<file path="src/rtl/spi_frame_rx.sv">
// SPI-slave frame receiver: oversamples the SPI pins on the system clock,
// assembles fixed-length frames and reports short, long and stalled frames.
module spi_frame_rx #(
  parameter int c_frame_bits     = 128,
  parameter int c_sync_stages    = 2,
  parameter int c_cpol           = 0,
  parameter int c_msb_first      = 1,
  parameter int c_timeout_cycles = 4000
) (
  input  logic                    i_clk,
  input  logic                    i_rst,
  input  logic                    i_dck,
  input  logic                    i_cs,
  input  logic                    i_mosi,
  output logic [c_frame_bits-1:0] o_data,
  output logic                    o_valid,
  output logic [1:0]              o_err,
  output logic                    o_err_stb,
  output logic                    o_busy
);

  // Widths: the bit counter must hold c_frame_bits+1 (the "too long" marker),
  // the timer must hold c_timeout_cycles, the flush counter c_sync_stages+1.
  localparam int CW    = $clog2(c_frame_bits + 2);
  localparam int TW    = (c_timeout_cycles < 2) ? 1 : $clog2(c_timeout_cycles + 1);
  localparam int FW    = $clog2(c_sync_stages + 2);
  localparam int FLUSH = c_sync_stages + 1;

  localparam logic IDLE_DCK   = (c_cpol != 0);
  localparam logic TIMEOUT_EN = (c_timeout_cycles != 0);
  localparam logic MSB_FIRST  = (c_msb_first != 0);

  typedef enum logic [1:0] {
    WAIT_IDLE,
    IDLE,
    RECV
  } state_t;

  state_t state, state_nxt;

  logic [c_sync_stages-1:0] cs_sync, dck_sync, mosi_sync;
  logic                     cs_cur, cs_prev, dck_cur, dck_prev, mosi_cur;
  logic [FW-1:0]            flush_cnt;
  logic                     primed;

  logic [c_frame_bits-1:0]  shift_reg, shift_nxt;
  logic [CW-1:0]            bit_cnt, cnt_nxt;
  logic [TW-1:0]            timer, timer_nxt;
  logic [c_frame_bits-1:0]  data_nxt;
  logic [1:0]               err_nxt;
  logic                     valid_nxt, err_stb_nxt;

  logic sample_edge, cs_rise, cs_fall;

  // Synchronise the asynchronous pins, then register once more so edges are
  // found by comparing two clean, already-synchronised samples.
  always_ff @(posedge i_clk or posedge i_rst) begin
    if (i_rst) begin
      cs_sync   <= {c_sync_stages{1'b1}};
      dck_sync  <= {c_sync_stages{IDLE_DCK}};
      mosi_sync <= '0;
      cs_cur    <= 1'b1;
      cs_prev   <= 1'b1;
      dck_cur   <= IDLE_DCK;
      dck_prev  <= IDLE_DCK;
      mosi_cur  <= 1'b0;
    end else begin
      cs_sync   <= {cs_sync[c_sync_stages-2:0], i_cs};
      dck_sync  <= {dck_sync[c_sync_stages-2:0], i_dck};
      mosi_sync <= {mosi_sync[c_sync_stages-2:0], i_mosi};
      cs_cur    <= cs_sync[c_sync_stages-1];
      cs_prev   <= cs_cur;
      dck_cur   <= dck_sync[c_sync_stages-1];
      dck_prev  <= dck_cur;
      mosi_cur  <= mosi_sync[c_sync_stages-1];
    end
  end

  // After reset the synchronisers hold idle values, not the pins; wait until
  // the pin levels have reached cs_cur before trusting "cs is high".
  always_ff @(posedge i_clk or posedge i_rst) begin
    if (i_rst) begin
      flush_cnt <= '0;
    end else if (!primed) begin
      flush_cnt <= flush_cnt + 1'b1;
    end
  end

  assign primed      = (flush_cnt == FW'(FLUSH));
  assign sample_edge = (dck_cur != dck_prev) && (dck_cur != IDLE_DCK);
  assign cs_rise     = cs_cur & ~cs_prev;
  assign cs_fall     = ~cs_cur & cs_prev;
  assign o_busy      = (state == RECV);

  // State register.
  always_ff @(posedge i_clk or posedge i_rst) begin
    if (i_rst) begin
      state <= WAIT_IDLE;
    end else begin
      state <= state_nxt;
    end
  end

  // Next-state logic plus frame assembly; a sample in the same cycle as the
  // cs rise is folded in before the frame length is judged.
  always_comb begin
    state_nxt   = state;
    shift_nxt   = shift_reg;
    cnt_nxt     = bit_cnt;
    timer_nxt   = timer;
    data_nxt    = o_data;
    err_nxt     = o_err;
    valid_nxt   = 1'b0;
    err_stb_nxt = 1'b0;
    case (state)
      WAIT_IDLE: begin
        if (primed && cs_cur) begin
          state_nxt = IDLE;
        end
      end
      IDLE: begin
        if (cs_fall) begin
          shift_nxt = '0;
          cnt_nxt   = '0;
          timer_nxt = '0;
          state_nxt = RECV;
        end
      end
      RECV: begin
        if (sample_edge) begin
          if (bit_cnt < CW'(c_frame_bits)) begin
            if (MSB_FIRST) begin
              shift_nxt = {shift_reg[c_frame_bits-2:0], mosi_cur};
            end else begin
              shift_nxt = {mosi_cur, shift_reg[c_frame_bits-1:1]};
            end
          end
          if (bit_cnt <= CW'(c_frame_bits)) begin
            cnt_nxt = bit_cnt + 1'b1;
          end
          timer_nxt = '0;
        end else begin
          timer_nxt = timer + 1'b1;
        end
        if (cs_rise) begin
          state_nxt = IDLE;
          if (cnt_nxt == CW'(c_frame_bits)) begin
            valid_nxt = 1'b1;
            data_nxt  = shift_nxt;
          end else if (cnt_nxt < CW'(c_frame_bits)) begin
            err_stb_nxt = 1'b1;
            err_nxt     = 2'b01;
          end else begin
            err_stb_nxt = 1'b1;
            err_nxt     = 2'b10;
          end
        end else if (TIMEOUT_EN && !sample_edge && (timer == TW'(c_timeout_cycles))) begin
          err_stb_nxt = 1'b1;
          err_nxt     = 2'b11;
          state_nxt   = WAIT_IDLE;
        end
      end
      default: begin
        state_nxt = WAIT_IDLE;
      end
    endcase
  end

  // Datapath and output registers; o_data and o_err hold between strobes.
  always_ff @(posedge i_clk or posedge i_rst) begin
    if (i_rst) begin
      shift_reg <= '0;
      bit_cnt   <= '0;
      timer     <= '0;
      o_data    <= '0;
      o_valid   <= 1'b0;
      o_err     <= 2'b00;
      o_err_stb <= 1'b0;
    end else begin
      shift_reg <= shift_nxt;
      bit_cnt   <= cnt_nxt;
      timer     <= timer_nxt;
      o_data    <= data_nxt;
      o_valid   <= valid_nxt;
      o_err     <= err_nxt;
      o_err_stb <= err_stb_nxt;
    end
  end

endmodule

</file>
<file path="config.mk">
export PLATFORM = sky130hd
export DESIGN_NAME = spi_frame_rx
export DESIGN_NICKNAME = d
export VERILOG_FILES = /design/src/rtl/spi_frame_rx.sv
export SDC_FILE = /design/constraint.sdc
export NUM_CORES = 1
export LEC_CHECK = 0
export ABC_AREA = 1
export BUFFER_PORTS_ARGS = -buffer_cell sky130_fd_sc_hd__buf_2
export CAP_MARGIN = 10
export CORE_MARGIN = 1.5
export CORE_UTILIZATION = 40
export CTS_BUF_LIST = sky130_fd_sc_hd__clkbuf_4 sky130_fd_sc_hd__clkbuf_8
export DETAILED_ROUTE_END_ITERATION = 16
export PLACE_DENSITY = 0.66
export SYNTH_ARGS = -nofsm -noshare
export SYNTH_HDL_FRONTEND = slang
export SYNTH_SLANG_ARGS = --single-unit
export TNS_END_PERCENT = 5
</file>
<file path="constraint.sdc">
create_clock -name i_clk -period 9.4 [get_ports i_clk]
set_input_delay 0.47 -clock i_clk [delete_from_list [all_inputs] [get_ports i_clk]]
set_output_delay 0.47 -clock i_clk [all_outputs]
set_load 0.02 [all_outputs]
</file>
==> results.md <==
- Share of cells above drive strength 1: 14.8%
- Gr ovfl total: 0
- Clk_lat worst skew: between 0.5 and 0.6 ns
- Synth Register Bits: ~300
- Hold Path Class: primary input to async pin
- Least-Margin Pin Slew: 1.20 ns
- Chip width: roughly 190 microns
- Fmax: slightly below 300 MHz
- CP Data Required Time: roughly 10 ns
- Sink Count: approximately 300
- Synthesized area: about 14,000 sq um
- Synth Area per Inst: between 8 and 9 sq um
- Status: completed
- RSZ-0062 raised after global routing: false
- Net count, final: about 1,700
- Tmin final: between 3 and 4 ns
- Cell total after placement: 2,123
- Drt pass-1 iters: 5
- Final instance area: about 16,000 sq um
- Initial antenna violation count: 0
- Post-detail-place hpwl: about 19,000 microns
- CTS clk-pin slew, worst paths: around 0.060 ns
- Number of synthesized flops with an enable pin: 0
- DRC: 0
- Drt initial violations: between 800 and 900
- Worst hold slack: between 0.1 and 0.15 ns
- Fin Setup TNS: 0 ns
- WL final: ~32,000 microns
- Crit start category: flip-flop
- Area Growth Syn to Fin: 14.3%
- Root Driver: clkbuf_8
- Reg2Reg Launch Point: bit_cnt[0]
- CTS Buffer Depth: 3
- Final worst slack: approximately 6 ns
- TritonCTS clock tree: built
- Max_cap viols: 0
- Worst slack at placement: ~6.1 ns
- First-pass GRT wire length: about 53,000 microns
- Routed length per instance: about 14 microns
- Total chip power: between 4 and 5 mW
- Core Util, Final: a little under half
- Hold Violations, Final: 0
- CP Class: flip-flop to flip-flop
- Leakage: 9.20 nW
- R2R depth: 14
- Vias in the first global route: around 11,000
- VDD IR max: roughly 0.15 mV
- Final worst-path cycle share: 36.0%
- Pins Over Slew Limit: 0
- Ys async rst share: 100%
- PD cells: between 200 and 300 nW/um^2
- FF-to-FF End: o_data[121]
- I/O Buffers: about 140
- H-tree depth: 2
- Area post-placement: 14,400 sq um
- Antenna violation net count after detailed routing: 0
- Initial Util: 40.8%
- Commonest non-fill, non-tap cell in the layout: nand2_1
- Cell variety after synth: 33
- Most frequent cells in the layout: nand2_1, dfrtp_1, inv_1, o22ai_1
- Worst Setup End Kind: flip-flop
- Rows: between 60 and 70
- CP max FO: 86
- Die Y: 188 microns
- Worst EP arrival: 3.89 ns
- Clock skew: 0.0231 ns
- Setup-failing EPs final: 0
- Synth Instances: 1,646
- Layout Cells excl Fill: roughly 2,200
- Ant. Diodes: 0
- I/O Pins: approximately 140
- Rel. slew slack: 20.0%
- Post-CTS setup buffers: 0
- Vias per cell: approximately 5
- Die ar.: roughly 35,000 sq um
- GPL Wtd Cong: between 0.7 and 0.8
- Maximum number of pins on one net before global-route repair: between 150 and 200
- Num CTS Buffers: 50
- Sequential-to-total area share from yosys stat: between 50% and 60%
- Core area: approximately 34,000 sq um
- GRT Total Usage: between 10% and 20%
- Reg2Reg Setup Slack: 6.02 ns
- Ys flop type: dfrtp_1
- Vias: 11,200
- Ys Warns: 0
- Post-synth net total: between 1,500 and 2,000
synthesized netlist by cell type (all sizes together) (3+ instances only):
cell | count | area [sq um]
nor3 | 3 | 15.0
nor2 | 22 | 100
inv | 293 | 1100
ha | 5 | 62.6
nand2 | 457 | 1730
nor4 | 3 | 18.8
clkbuf | 65 | 244
a21oi | 5 | 25.0
nand4 | 137 | 857
o21ai | 137 | 686
nand3 | 20 | 115
dfstp | 4 | 105
o22ai | 139 | 870
buf | 54 | 410
dfrtp | 291 | 7280
how the worst max path moves through the flow:
stage	start	to	cells after the start
detailed placement	bit_cnt[0]	o_data[61]	16
finish	bit_cnt[0]	o_data[121]	14
CTS	bit_cnt[0]	o_data[61]	16
global route	bit_cnt[0]	o_data[20]	16
global placement	state[0]	o_data[34]	7
floorplan	i_rst	bit_cnt[0]	1
layer usage:
metal / track usage, % / share of wire, % / up-vias
met5: 0 / 0 / -
met4: 5.32 / 2.2 / 0
met3: 2.94 / 5.0 / 56
met2: 28.0 / 45 / 288
met1: 25.6 / 48 / 5339
li1: - / - / 5558
power breakdown:
group	internal (mW)	switching [mW]
registers	1.55	0.140
clock network	0.825	0.538
logic	0.348	0.695
total	2.72	1.37
critical path, cell delays in order, from the launching register on:
cell,delay [ns]
dfrtp_1,0.41
inv_1,0.11
ha_1,0.16
inv_1,0.04
nor2_1,0.10
nand3_2,0.09
nand2_4,0.18
nand4_1,0.11
nand2_1,0.13
nand2_1,0.10
nor2_4,0.13
buf_4,0.44
buf_4,0.85
nand4_1,0.30
nand2_1,0.15
kinds of logic after synthesis:
kind of cell | count (synthesis) | share of synthesized area (%)
adder cells (fa/ha/maj) | 5 | 0.456
flip-flops | 295 | 53.9
multiplexers | 1 | 0.0821
XOR/XNOR | 2 | 0.128
AO/OA/AOI/OAI | 286 | 11.9
buffers and inverters | 413 | 12.8
AND/OR/NAND/NOR | 644 | 20.8
timing repair:
item	4_1_cts	5_1_grt
hold buffers	3	0
gates resized for setup	0	0
hold endpoints to repair	3	0
cell type report:
cell class / instances / area, sq um
inverters: 294 / 1120
repair buffers: 151 / 798
multi-input cells: 938 / 4590
fillers: 3301 / 17900
clock inverters: 15 / 209
flip-flops and latches: 295 / 7390
clock buffers: 79 / 1010
well taps: 448 / 561
Power figures use the tool's default switching activity.
